`config.mk`:
```
export PLATFORM = sky130hd
export DESIGN_NAME = trigger_capture_buf
export DESIGN_NICKNAME = d
export VERILOG_FILES = /design/src/rtl/trigger_capture_buf.sv
export SDC_FILE = /design/constraint.sdc
export NUM_CORES = 1
export LEC_CHECK = 0
export ABC_AREA = 1
export CELL_PAD_IN_SITES_DETAIL_PLACEMENT = 1
export CELL_PAD_IN_SITES_GLOBAL_PLACEMENT = 1
export CORE_ASPECT_RATIO = 0.7
export CORE_MARGIN = 4
export CORE_UTILIZATION = 48
export DETAILED_ROUTE_END_ITERATION = 16
export PLACE_DENSITY = 0.85
export REMOVE_ABC_BUFFERS = 1
export SLEW_MARGIN = 20
export SYNTH_ARGS = -nofsm -noshare
export SYNTH_HDL_FRONTEND = slang
export SYNTH_SLANG_ARGS = --single-unit
```
`constraint.sdc`:
```
create_clock -name clk -period 2.2 [get_ports clk]
set_clock_uncertainty 0.15 [all_clocks]
set_input_delay 0.44 -clock clk [delete_from_list [all_inputs] [get_ports clk]]
set_output_delay 0.44 -clock clk [all_outputs]
set_load 0.1 [all_outputs]
```
`src/rtl/trigger_capture_buf.sv`:
```
// trigger_capture_buf
//   Records a window of din samples around a trigger event into a circular
//   buffer (PRE samples before the trigger, the trigger sample, and
//   DEPTH-PRE-1 samples after it), then drains the window oldest-first over a
//   valid/ready interface.
//
// Ports
//   clk        sole clock, rising edge
//   rst_n      asynchronous active-low reset
//   arm        start a capture (honoured only in IDLE)
//   abort      return to IDLE from any state; wins over arm
//   mode       trigger select: 00 rising edge of trig, 01 trig high,
//              10 din == pattern, 11 same as 00
//   trig       external trigger
//   pattern    match value for mode 10
//   din        sample input, one sample per cycle
//   dout       readout sample (holds the last sample after readout ends)
//   dout_valid dout holds a valid sample
//   rd_ready   consumer accepts dout
//   crfm       one-cycle pulse when a capture completes
//   armed      high in FILL, ARMED and POST
module trigger_capture_buf #(
  parameter int unsigned DW    = 8,
  parameter int unsigned DEPTH = 16,
  parameter int unsigned PRE   = 4
) (
  input  logic          clk,
  input  logic          rst_n,
  input  logic          arm,
  input  logic          abort,
  input  logic [1:0]    mode,
  input  logic          trig,
  input  logic [DW-1:0] pattern,
  input  logic [DW-1:0] din,
  output logic [DW-1:0] dout,
  output logic          dout_valid,
  input  logic          rd_ready,
  output logic          crfm,
  output logic          armed
);

  localparam int unsigned     AW        = $clog2(DEPTH);
  localparam logic [AW-1:0]   ONE       = AW'(1);
  localparam logic [AW-1:0]   PRE_A     = AW'(PRE);
  localparam logic [AW-1:0]   FILL_LAST = AW'((PRE == 0) ? 0 : PRE - 1);
  localparam logic [AW-1:0]   POST_N    = AW'(DEPTH - PRE - 1);
  localparam logic [AW-1:0]   RD_LAST   = AW'(DEPTH - 1);

  typedef enum logic [2:0] {
    S_IDLE,
    S_FILL,
    S_ARMED,
    S_POST,
    S_READ
  } state_t;

  state_t          state_q, state_d;
  logic [AW-1:0]   wptr_q, wptr_d;
  logic [AW-1:0]   rptr_q, rptr_d;
  logic [AW-1:0]   tptr_q, tptr_d;
  logic [AW-1:0]   fill_q, fill_d;
  logic [AW-1:0]   post_q, post_d;
  logic [AW-1:0]   rdcnt_q, rdcnt_d;
  logic [DW-1:0]   dout_q, dout_d;
  logic            crfm_q, crfm_d;
  logic            trig_q;
  logic            hit;
  logic            we;

  logic [DW-1:0]   mem [DEPTH];

  // Trigger condition on current-cycle inputs; trig_q gives the edge history.
  always_comb begin
    hit = 1'b0;
    case (mode)
      2'b01:   hit = trig;
      2'b10:   hit = (din == pattern);
      default: hit = trig & ~trig_q;
    endcase
  end

  // dout is registered so it can reset to zero and hold the last sample once
  // readout ends; it is preloaded with mem[rptr] on the edge entering READ so
  // the first sample is visible in the same cycle as crfm.
  always_comb begin
    state_d = state_q;
    wptr_d  = wptr_q;
    rptr_d  = rptr_q;
    tptr_d  = tptr_q;
    fill_d  = fill_q;
    post_d  = post_q;
    rdcnt_d = rdcnt_q;
    dout_d  = dout_q;
    crfm_d  = 1'b0;
    we      = 1'b0;

    case (state_q)
      S_IDLE: begin
        if (arm) begin
          wptr_d  = '0;
          fill_d  = '0;
          state_d = (PRE == 0) ? S_ARMED : S_FILL;
        end
      end

      S_FILL: begin
        we     = 1'b1;
        wptr_d = wptr_q + ONE;
        fill_d = fill_q + ONE;
        if (fill_q == FILL_LAST) state_d = S_ARMED;
      end

      S_ARMED: begin
        we     = 1'b1;
        wptr_d = wptr_q + ONE;
        if (hit) begin
          tptr_d = wptr_q;
          post_d = POST_N;
          if (POST_N == '0) begin
            state_d = S_READ;
            crfm_d  = 1'b1;
            rptr_d  = wptr_q - PRE_A;
            rdcnt_d = '0;
            dout_d  = mem[wptr_q - PRE_A];
          end else begin
            state_d = S_POST;
          end
        end
      end

      S_POST: begin
        we     = 1'b1;
        wptr_d = wptr_q + ONE;
        post_d = post_q - ONE;
        if (post_q == ONE) begin
          state_d = S_READ;
          crfm_d  = 1'b1;
          rptr_d  = tptr_q - PRE_A;
          rdcnt_d = '0;
          dout_d  = mem[tptr_q - PRE_A];
        end
      end

      S_READ: begin
        if (rd_ready) begin
          rptr_d  = rptr_q + ONE;
          rdcnt_d = rdcnt_q + ONE;
          if (rdcnt_q == RD_LAST) state_d = S_IDLE;
          else                    dout_d  = mem[rptr_q + ONE];
        end
      end

      default: state_d = S_IDLE;
    endcase

    if (abort) begin
      state_d = S_IDLE;
      crfm_d  = 1'b0;
    end
  end

  always_ff @(posedge clk or negedge rst_n) begin
    if (!rst_n) begin
      state_q <= S_IDLE;
      wptr_q  <= '0;
      rptr_q  <= '0;
      tptr_q  <= '0;
      fill_q  <= '0;
      post_q  <= '0;
      rdcnt_q <= '0;
      dout_q  <= '0;
      crfm_q  <= 1'b0;
      trig_q  <= 1'b0;
    end else begin
      state_q <= state_d;
      wptr_q  <= wptr_d;
      rptr_q  <= rptr_d;
      tptr_q  <= tptr_d;
      fill_q  <= fill_d;
      post_q  <= post_d;
      rdcnt_q <= rdcnt_d;
      dout_q  <= dout_d;
      crfm_q  <= crfm_d;
      trig_q  <= trig;
    end
  end

  // Sample memory is not reset.
  always_ff @(posedge clk) begin
    if (we) mem[wptr_q] <= din;
  end

  assign dout       = dout_q;
  assign dout_valid = (state_q == S_READ);
  assign crfm       = crfm_q;
  assign armed      = (state_q == S_FILL) || (state_q == S_ARMED) ||
                      (state_q == S_POST);

endmodule

```
==> results by stage, run 1 <==
Routing:
- The routed layout has ~7500 vias.
- In the routed layout, each cell is associated on average with a via count of about 6.2.
- For this run, design rule violations remaining after detail routing come to 0.
- In this run the remaining antenna-violating nets after routing total 0.
- In this run, the number of DRC markers left after iteration 0 of detailed routing was about 900.
- The number of optimization iterations in the first detailed-route pass is 5.
- The wire length per cell is approximately 25 um.
- Summed over all layers, the routed wires come to roughly 30 mm.

Cells and area:
- The library cell used most frequently in the layout, excluding fill and tap cells, is o21ai_0.
- After the flow finishes, the layout carries non-filler instances totaling approximately 1200.
- The total of fill cells in the finished design is 1838.
- In the final layout, the multi-input gates occupy roughly 3000 um^2.
- The register cell area after layout is around 4800 um^2.
- The cell area after layout is 9960 um^2.
- The layout-stage area growth over the synthesis result is 20.1%.
- Of the cells placed in the final design, the portion with a size suffix greater than 1 is 13.1%.
- At the end of the flow the core is filled with cells to 59.9%.
- The number of antenna diodes in the final layout is 0.
- The number of nets at the end of the flow is about 1000.
- The top cell types in the final layout, fill and taps aside, are 146 x o21ai_0, 128 x edfxtp_1, 108 x nand2_1.

Floorplanning:
- The floorplan step set the die height to around 120 um.
- The floorplan step defined a core boundary enclosing 16600 um^2.
- The effective utilization at floorplan is around half.
- The area of the die is approximately 20000 um^2.
- The floorplan die width is 165 um.
- The number of I/O pins is 35.
- The total number of placement rows is 39.

GRT:
- The via count of the first global-routing pass came to about 7700.
- Entering global routing, the biggest net connects between 70 and 80 pins.
- Across every metal layer, demand over resource in global routing totals between 20% and 30%.
- After global routing the overflow that remains totals 0.
- The initial antenna violation count is 0.
- The first global-routing pass estimated ~44 mm of wire.

Logic synthesis:
- The mean instance size in the synthesized netlist is 9.31 um^2.
- The cell area after synthesis is 8300 um^2.
- The register area share after synthesis is a little under three fifths.
- Yosys printed 0 warnings.
- The number of register bits inferred by synthesis is about 170.
- The number of instances in the synthesized netlist is ~900.
- The distinct cell type count of the synthesized netlist is 40.

Worst setup path:
- The maximum fanout count along the critical path is 36.
- The worst setup path is captured at a flip-flop.
- The register-to-register setup slack is 0.02 ns.
- The signal arrival time at the worst endpoint is 2.34 ns.
- STA classifies the critical path startpoint as a flip-flop.
- The critical path start-end classification is reg -> reg.
- For the worst setup path, the data required time is between 2 and 2.5 ns.
- The critical path capture point is dout[5].
- The endpoint of the worst-slack reg-to-reg timing path is dout[5].
- The cell count of the worst reg-to-reg path is 11.
- The startpoint of the lowest-slack register-to-register path is tptr_q[0].
- The launching element of the worst setup path is tptr_q[0].

Clock tree:
- Clock-pin slew was measured on the worst setup and hold paths at 0.07 ns.
- The maximum level of the CTS H-tree is 4.
- In this run, CTS created clock tree buffers numbering 17.
- No sink is reached through more buffers than the 2 on the longest clock path.
- In this run the clock root is driven by a clkbuf_16.
- The count of clock tree sinks is roughly 170.
- The TritonCTS clock tree is built.
- The clock latency of the later-clocked register in the worst-skew pair is about 0.44 ns.

Timing:
- For the finished layout, the period the worst path requires is approximately 2.2 ns.
- The worst pin sits at a relative slew slack of about two thirds.
- The number of hold violations in the final report came to 0.
- For the pin with the worst max-slew slack, the measured transition is around 0.48 ns.
- The final number of max-transition violations is 0.
- On the final layout, the worst hold slack is roughly 0.34 ns.
- The share of the clock period used by the worst path after layout is 99.1%.
- Once routing completed, OpenROAD measured the worst setup slack at just over 0.02 ns.
- The maximum clock frequency is roughly 0.46 GHz.
- The sum of negative setup slack is 0 ns.
- Setup repair after global routing could not meet its margin everywhere.
- The final-report setup violation count is 0.

Placement:
- During placement, the flow inserted port buffers numbering 34.
- The placed standard-cell area is 9270 um^2.
- The estimated wirelength of the detail-placed design is 18.3 mm.
- At the end of routability-driven placement, the weighted congestion stood at between 0.8 and 0.9.
- The setup slack at placement is -0.242 ns.
- The number of placed cells counting well taps is ~1200.

Power and ir drop:
- Power spread over the standard cell area amounts to 1390 nW/um^2.
- The overall power after layout is about 14 mW.
- The fraction of power spent switching nets is a little under half.
- Registers are responsible for between 20% and 30% of the overall power.
- Across the VDD grid, the largest voltage drop is approximately 2 mV.
- The logic gate share of total power is 50.2%.
- Cell internal power was estimated by the tool at around 7.6 mW.
- The switching power total is 6.24 mW.
- The part of the power in the clock network is 20.8%.
- Summed over all cells, the static leakage comes to around 4 nW.

Worst hold path:
- The kind of path behind the tightest hold check is reg -> reg.

Run:
- The count of max-cap constraint violations is 0.

Status:
- The flow ran to the end, and the final reports show no timing, DRC or antenna violations.
-- logic make-up (layout without fill, tap and decap cells) --
logic type	after synthesis	count (layout)	synth area share, %
DFF	165	165	57.5
and+or+nand+nor	296	296	15.2
xor gates and xnor gates	6	6	0.815
buffers and inverters	139	222	6.82
AOI/OAI and AO/OA	274	274	18.1
adders and majority gates	11	11	1.66
-- power by group through the flow --
stage | clock network (mW) | logic [mW] | registers (mW)
final | 2.88 | 6.95 | 4.01
after global routing | 3.06 | 7.42 | 4.04
after CTS | 2.89 | 6.49 | 3.97
after detailed placement | 0 | 6.37 | 4.03
after global placement | 0 | 6.15 | 4.00
after floorplan | 0 | 3.08 | 4.65
-- timing repair --
action / in CTS / in global routing
cloned: 0 / 2
hold buffers: 1 / 0
endpoints found under the setup margin: 2 / 18
pin swaps: 1 / 0
gates resized for setup: 6 / 12
buffers inserted: 1 / 1
endpoints found under the hold margin: 15 / 0
-- flip-flops by register name, indices dropped and copies added, names as in the netlist --
name,flops
mem,128
rdcnt_q,4
trig_q,1
wptr_q,4
post_q,4
state_q,3
rptr_q,4
tptr_q,4
crfm,1
fill_q,4
dout,8
-- worst min path at each step --
stage	start	cells after the start	slack [ns]	end
after floorplan	rst_n	0	-0.006	crfm
final	dout[1]	2	0.34	dout[1]
after global routing	dout[3]	2	0.36	dout[3]
after CTS	dout[3]	2	0.34	dout[3]
after global placement	rst_n	1	0.28	rdcnt_q[2]
after detailed placement	rst_n	1	0.28	rdcnt_q[2]
-- cell type report --
type / instances / share of cell area [%]
clock buffers: 20 / 4.38
clock inverters: 11 / 1.12
inverters: 91 / 3.55
multi-input cells: 587 / 30.1
flip-flops and latches: 165 / 47.9
well taps: 225 / 2.83
repair buffers: 100 / 10.1
-- synth_stat cells (all sizes together) --
master | count | area, um^2
a21o | 1 | 7.51
a21oi | 74 | 370
a31oi | 2 | 12.5
buf | 22 | 116
clkbuf | 26 | 97.6
dfrtp | 37 | 926
edfxtp | 128 | 3840
ha | 11 | 138
inv | 91 | 352
nand2 | 111 | 419
nand3 | 69 | 345
nand4 | 9 | 56.3
nor2 | 103 | 403
nor3 | 3 | 26.3
nor3b | 1 | 7.51
o211ai | 22 | 165
o21a | 2 | 15.0
o21ai | 153 | 781
o21bai | 1 | 7.51
o221ai | 3 | 26.3
o22a | 1 | 8.76
o22ai | 11 | 68.8
o311ai | 4 | 35.0
xnor2 | 4 | 42.6
xor2 | 2 | 25.0
-- layer usage --
| metal | up-vias | global-route usage (%) | share of wire, % |
|---|---|---|---|
| met2 | 463 | 44.3 | 45 |
| met3 | 88 | 8.40 | 11 |
| met4 | 0 | 12.4 | 3.8 |
| met1 | 3652 | 41.4 | 40 |
| li1 | 3252 | - | - |
| met5 | - | 0 | 0 |
-- critical path, stage by stage, from the launching register on --
cell and delay [ns]:
dfrtp_1 0.45, inv_2 0.17, buf_12 0.24, a21oi_1 0.12, o21ai_0 0.09, o21ai_0 0.15
nand2_1 0.11, nand2_1 0.07, nand2_1 0.12, nand4_1 0.11, nand3_1 0.19, nand2_1 0.08
No activity file was read; power rests on OpenSTA's default activity.
==> inputs of run 2 (changes only) <==
Settings changed: CTS_CLUSTER_DIAMETER set to 60, PLACE_DENSITY 0.85 to not set, PLACE_DENSITY_LB_ADDON set to 0.05.
==> run 2 against run 1 <==
Combinational power is essentially flat. Sequential power is essentially flat. Wire length shrank 6.1%. Critical path depth shrank 6. Core utilization is essentially flat. Clock-buffer cell count grew 1. Clock power grew 6%.
==> results by stage, run 2 (synthesized netlist as in run 1, its figures left out) <==
Cells and area:
- The share of cells above drive strength 1 is 13.3% (+0.19 points).
- The cell area after layout is 9960 um^2 (about the same).
- The library cells used most frequently in the layout, excluding fill and tap cells, are 145 x o21ai_0, 128 x edfxtp_1, 109 x nand2_1.
- The area of the multi-input gates came to 3000 um^2 (+0.21%).
- The number of nets at the end of the flow came to 997 (unchanged).
- The total of fill cells in the finished design is 1851 (+0.71%).
- The library cell used most frequently in the layout, excluding fill and tap cells, is o21ai_0.
- The number of flip-flops under the largest register name is 128 (unchanged).
- The register cell area after layout is 4770 um^2 (about the same).
- The number of antenna diodes is 0 (unchanged).
- The layout-stage area growth over the synthesis result is 20.1% (about the same).
- The largest register by flop count is mem.

Clock tree:
- The clock latency of the later-clocked register in the worst-skew pair came to 0.44 ns (about the same).
- The register clock-pin slew on the reported worst setup and hold paths is 0.06 ns (about the same).
- The clock buffer count from CTS is 17 (unchanged).
- TritonCTS built the clock tree.
- The clock tree buffer depth was 2 (unchanged).
- The cell at the root of the clock tree is clkbuf_16.
- The maximum level of the CTS H-tree is 4 (unchanged).
- The count of clock tree sinks is 165 (unchanged).

Routing:
- The vias per cell is 6.01 (-3.3%).
- The wire length reported by the detailed router is 28.0 mm (-6.1%).
- The number of optimization iterations in the first detailed-route pass came to 5 (unchanged).
- The wire length per cell was 23.3 um (-6.1%).
- The total via count after detailed routing is 7216 (-3.2%).
- The remaining antenna violation count is 0 (unchanged).
- The remaining routing DRC violations was 0 (unchanged).
- The DRC violation total after the first TritonRoute iteration came to 836 (-8.9%).

Worst setup path:
- The endpoint class of the critical path is an output port.
- The most numerous cell type found on the critical path is buf_12.
- The worst setup path is of the reg -> out kind.
- The signal arrival time at the worst endpoint is 1.57 ns (-0.77 ns).
- The critical path goes through nor2_4, inv_2, nor2_8, buf_12, buf_12.
- The standard cell with the maximum stage delay on the critical path is dfrtp_2.
- The largest incremental delay on the critical path came to 0.45 ns (about the same).
- The maximum fanout count along the critical path is 6 (-83%).
- The critical path data required time was 1.61 ns (-0.75 ns).
- STA classifies the critical path startpoint as a flip-flop.

Timing:
- The share of the clock period used by the worst path after layout was 98.3% (-0.76 points).
- The number of hold violations in the final report is 0 (unchanged).
- The final number of max-transition violations was 0 (unchanged).
- The maximum clock frequency came to 0.462 GHz (+0.78%).
- The final critical delay including setup and external delays is 2.16 ns (-0.0168 ns).
- The normalized max-slew margin is 41.5% (-26 points).
- Setup repair after global routing could not meet its margin everywhere.
- The final-report setup violation count came to 0 (unchanged).
- The measured slew at the worst slew-check pin came to 0.877 ns (+0.394 ns).

Power and ir drop:
- The overall power after layout is 14.0 mW (+1.1%).
- The leakage dissipation is 3.88 nW (-0.48%).
- The worst IR drop on VDD is 1.30 mV (-35%).
- The ratio of total power to cell area is 1410 nW/um^2 (+1.1%).

Run:
- The count of max-cap constraint violations was 0 (unchanged).

Floorplanning:
- The effective utilization at floorplan was 49.9% (unchanged).
- The total number of placement rows is 39 (unchanged).
- The floorplan die width is 165 um (unchanged).
- The y dimension of the die is 118 um (unchanged).
- The area of the die is 19500 um^2 (unchanged).
- The placeable core region was 16600 um^2 (unchanged).
- The number of I/O pins is 35 (unchanged).

Placement:
- The placer congestion estimate came to 0.839 (-6.3%).
- The estimated wirelength of the detail-placed design is 18.9 mm (+3.0%).
- The number of buffers added on ports is 34 (unchanged).
- The placed standard-cell area was 9240 um^2 (-0.30%).

GRT:
- The all-layer global routing usage is 29.1% (-0.84 points).
- The via count of the first global-routing pass was 7505 (-2.3%).
- The pin count of the biggest net entering global routing is 85 (+16%).
- The initial antenna violation count came to 0 (unchanged).
- The remaining global-route overflow came to 0 (unchanged).
- The first-pass GRT wire length came to 42.9 mm (-2.1%).

Status:
- The flow ran to the end, and the final reports show no timing, DRC or antenna violations.

Worst hold path:
- The tightest min-delay check is of the reg -> reg type.
## run 2: cell types whose count changed in the layout (fill, tap and decap cells not counted), moves of 2 or more
cell        change
nor2_2          -2
clkinv_1        -3
nor2_4          +2
clkinv_2        -2
nand3_2         -2
nand3_1         +2
buf_4           +3
clkinvlp_4      +3
## run 2: path summary, 6_finish.rpt
check | end | slack, ns | start | depth (start not counted)
worst min-delay path | dout[1] | 0.35 | dout[1] | 2
worst max-delay path | dout_valid | 0.04 | state_q[1] | 5
worst max register to register | dout[3] | 0.08 | rptr_q[0] | 8
min in group asynchronous | rdcnt_q[2] | 0.52 | rst_n | 2
worst min register to register | dout[1] | 0.35 | dout[1] | 2
max in group asynchronous | tptr_q[1] | 0.76 | rst_n | 2
## run 2: critical path: cells and delay by family (launching register included)
| family | cells | cell delay (ns) |
|---|---|---|
| buffers and inverters | 3 | 0.38 |
| AND/OR/NAND/NOR | 2 | 0.30 |
| flip-flops | 1 | 0.45 |
## run 2: stage by stage
step / TNS, ns / setup slack, ns / hold slack, ns / util, % / cells
after floorplan: -142.99 / -1.42 / -0.00559 / - / 843
after global placement: -0.864 / -0.128 / 0.318 / 55.5 / 1161
after detailed placement: -1.61 / -0.224 / 0.328 / 55.5 / 1161
after CTS: -0.132 / -0.0698 / 0.342 / 59.3 / 1194
after global routing: -0.0370 / -0.0226 / 0.370 / 59.9 / 1200
final: 0 / 0.0375 / 0.345 / 59.9 / 1200
## run 2: where the power goes
group | internal [mW] | switching, mW | total (mW)
sequential | 3.73 | 0.274 | 4.01
combinational | 2.28 | 4.66 | 6.94
clock | 1.79 | 1.26 | 3.05
total | 7.80 | 6.20 | 14.0
## run 2: area by class of cell
type | instances | share of cell area (%)
Sequential cell | 165 | 47.9
Multi-Input combinational cell | 587 | 30.1
Timing Repair Buffer | 100 | 9.65
Clock buffer | 21 | 4.42
Inverter | 91 | 3.53
Tap cell | 225 | 2.83
Clock inverter | 11 | 1.52
## run 2: per-layer routing
layer	up-vias	wire, um	global-route usage (%)
li1	3252	-	-
met1	3575	12000	41.5
met2	331	13100	45.0
met3	58	2250	5.46
met4	0	592	9.45
met5	-	0	0
## run 2: what timing repair did
item                       CTS  global route
setup buffers                0             5
setup endpoints to repair    6            17
pin swaps                    0             4
gates cloned                 0             1
hold buffers                 1             0
gates resized for setup      6             9
hold endpoints to repair    37             0
==> inputs of run 3 (changes only) <==
Settings changed: SLEW_MARGIN 20 to not set.
==> results of run 3 <==
No change in the layout: final DEF, timing and power equal those of run 2.
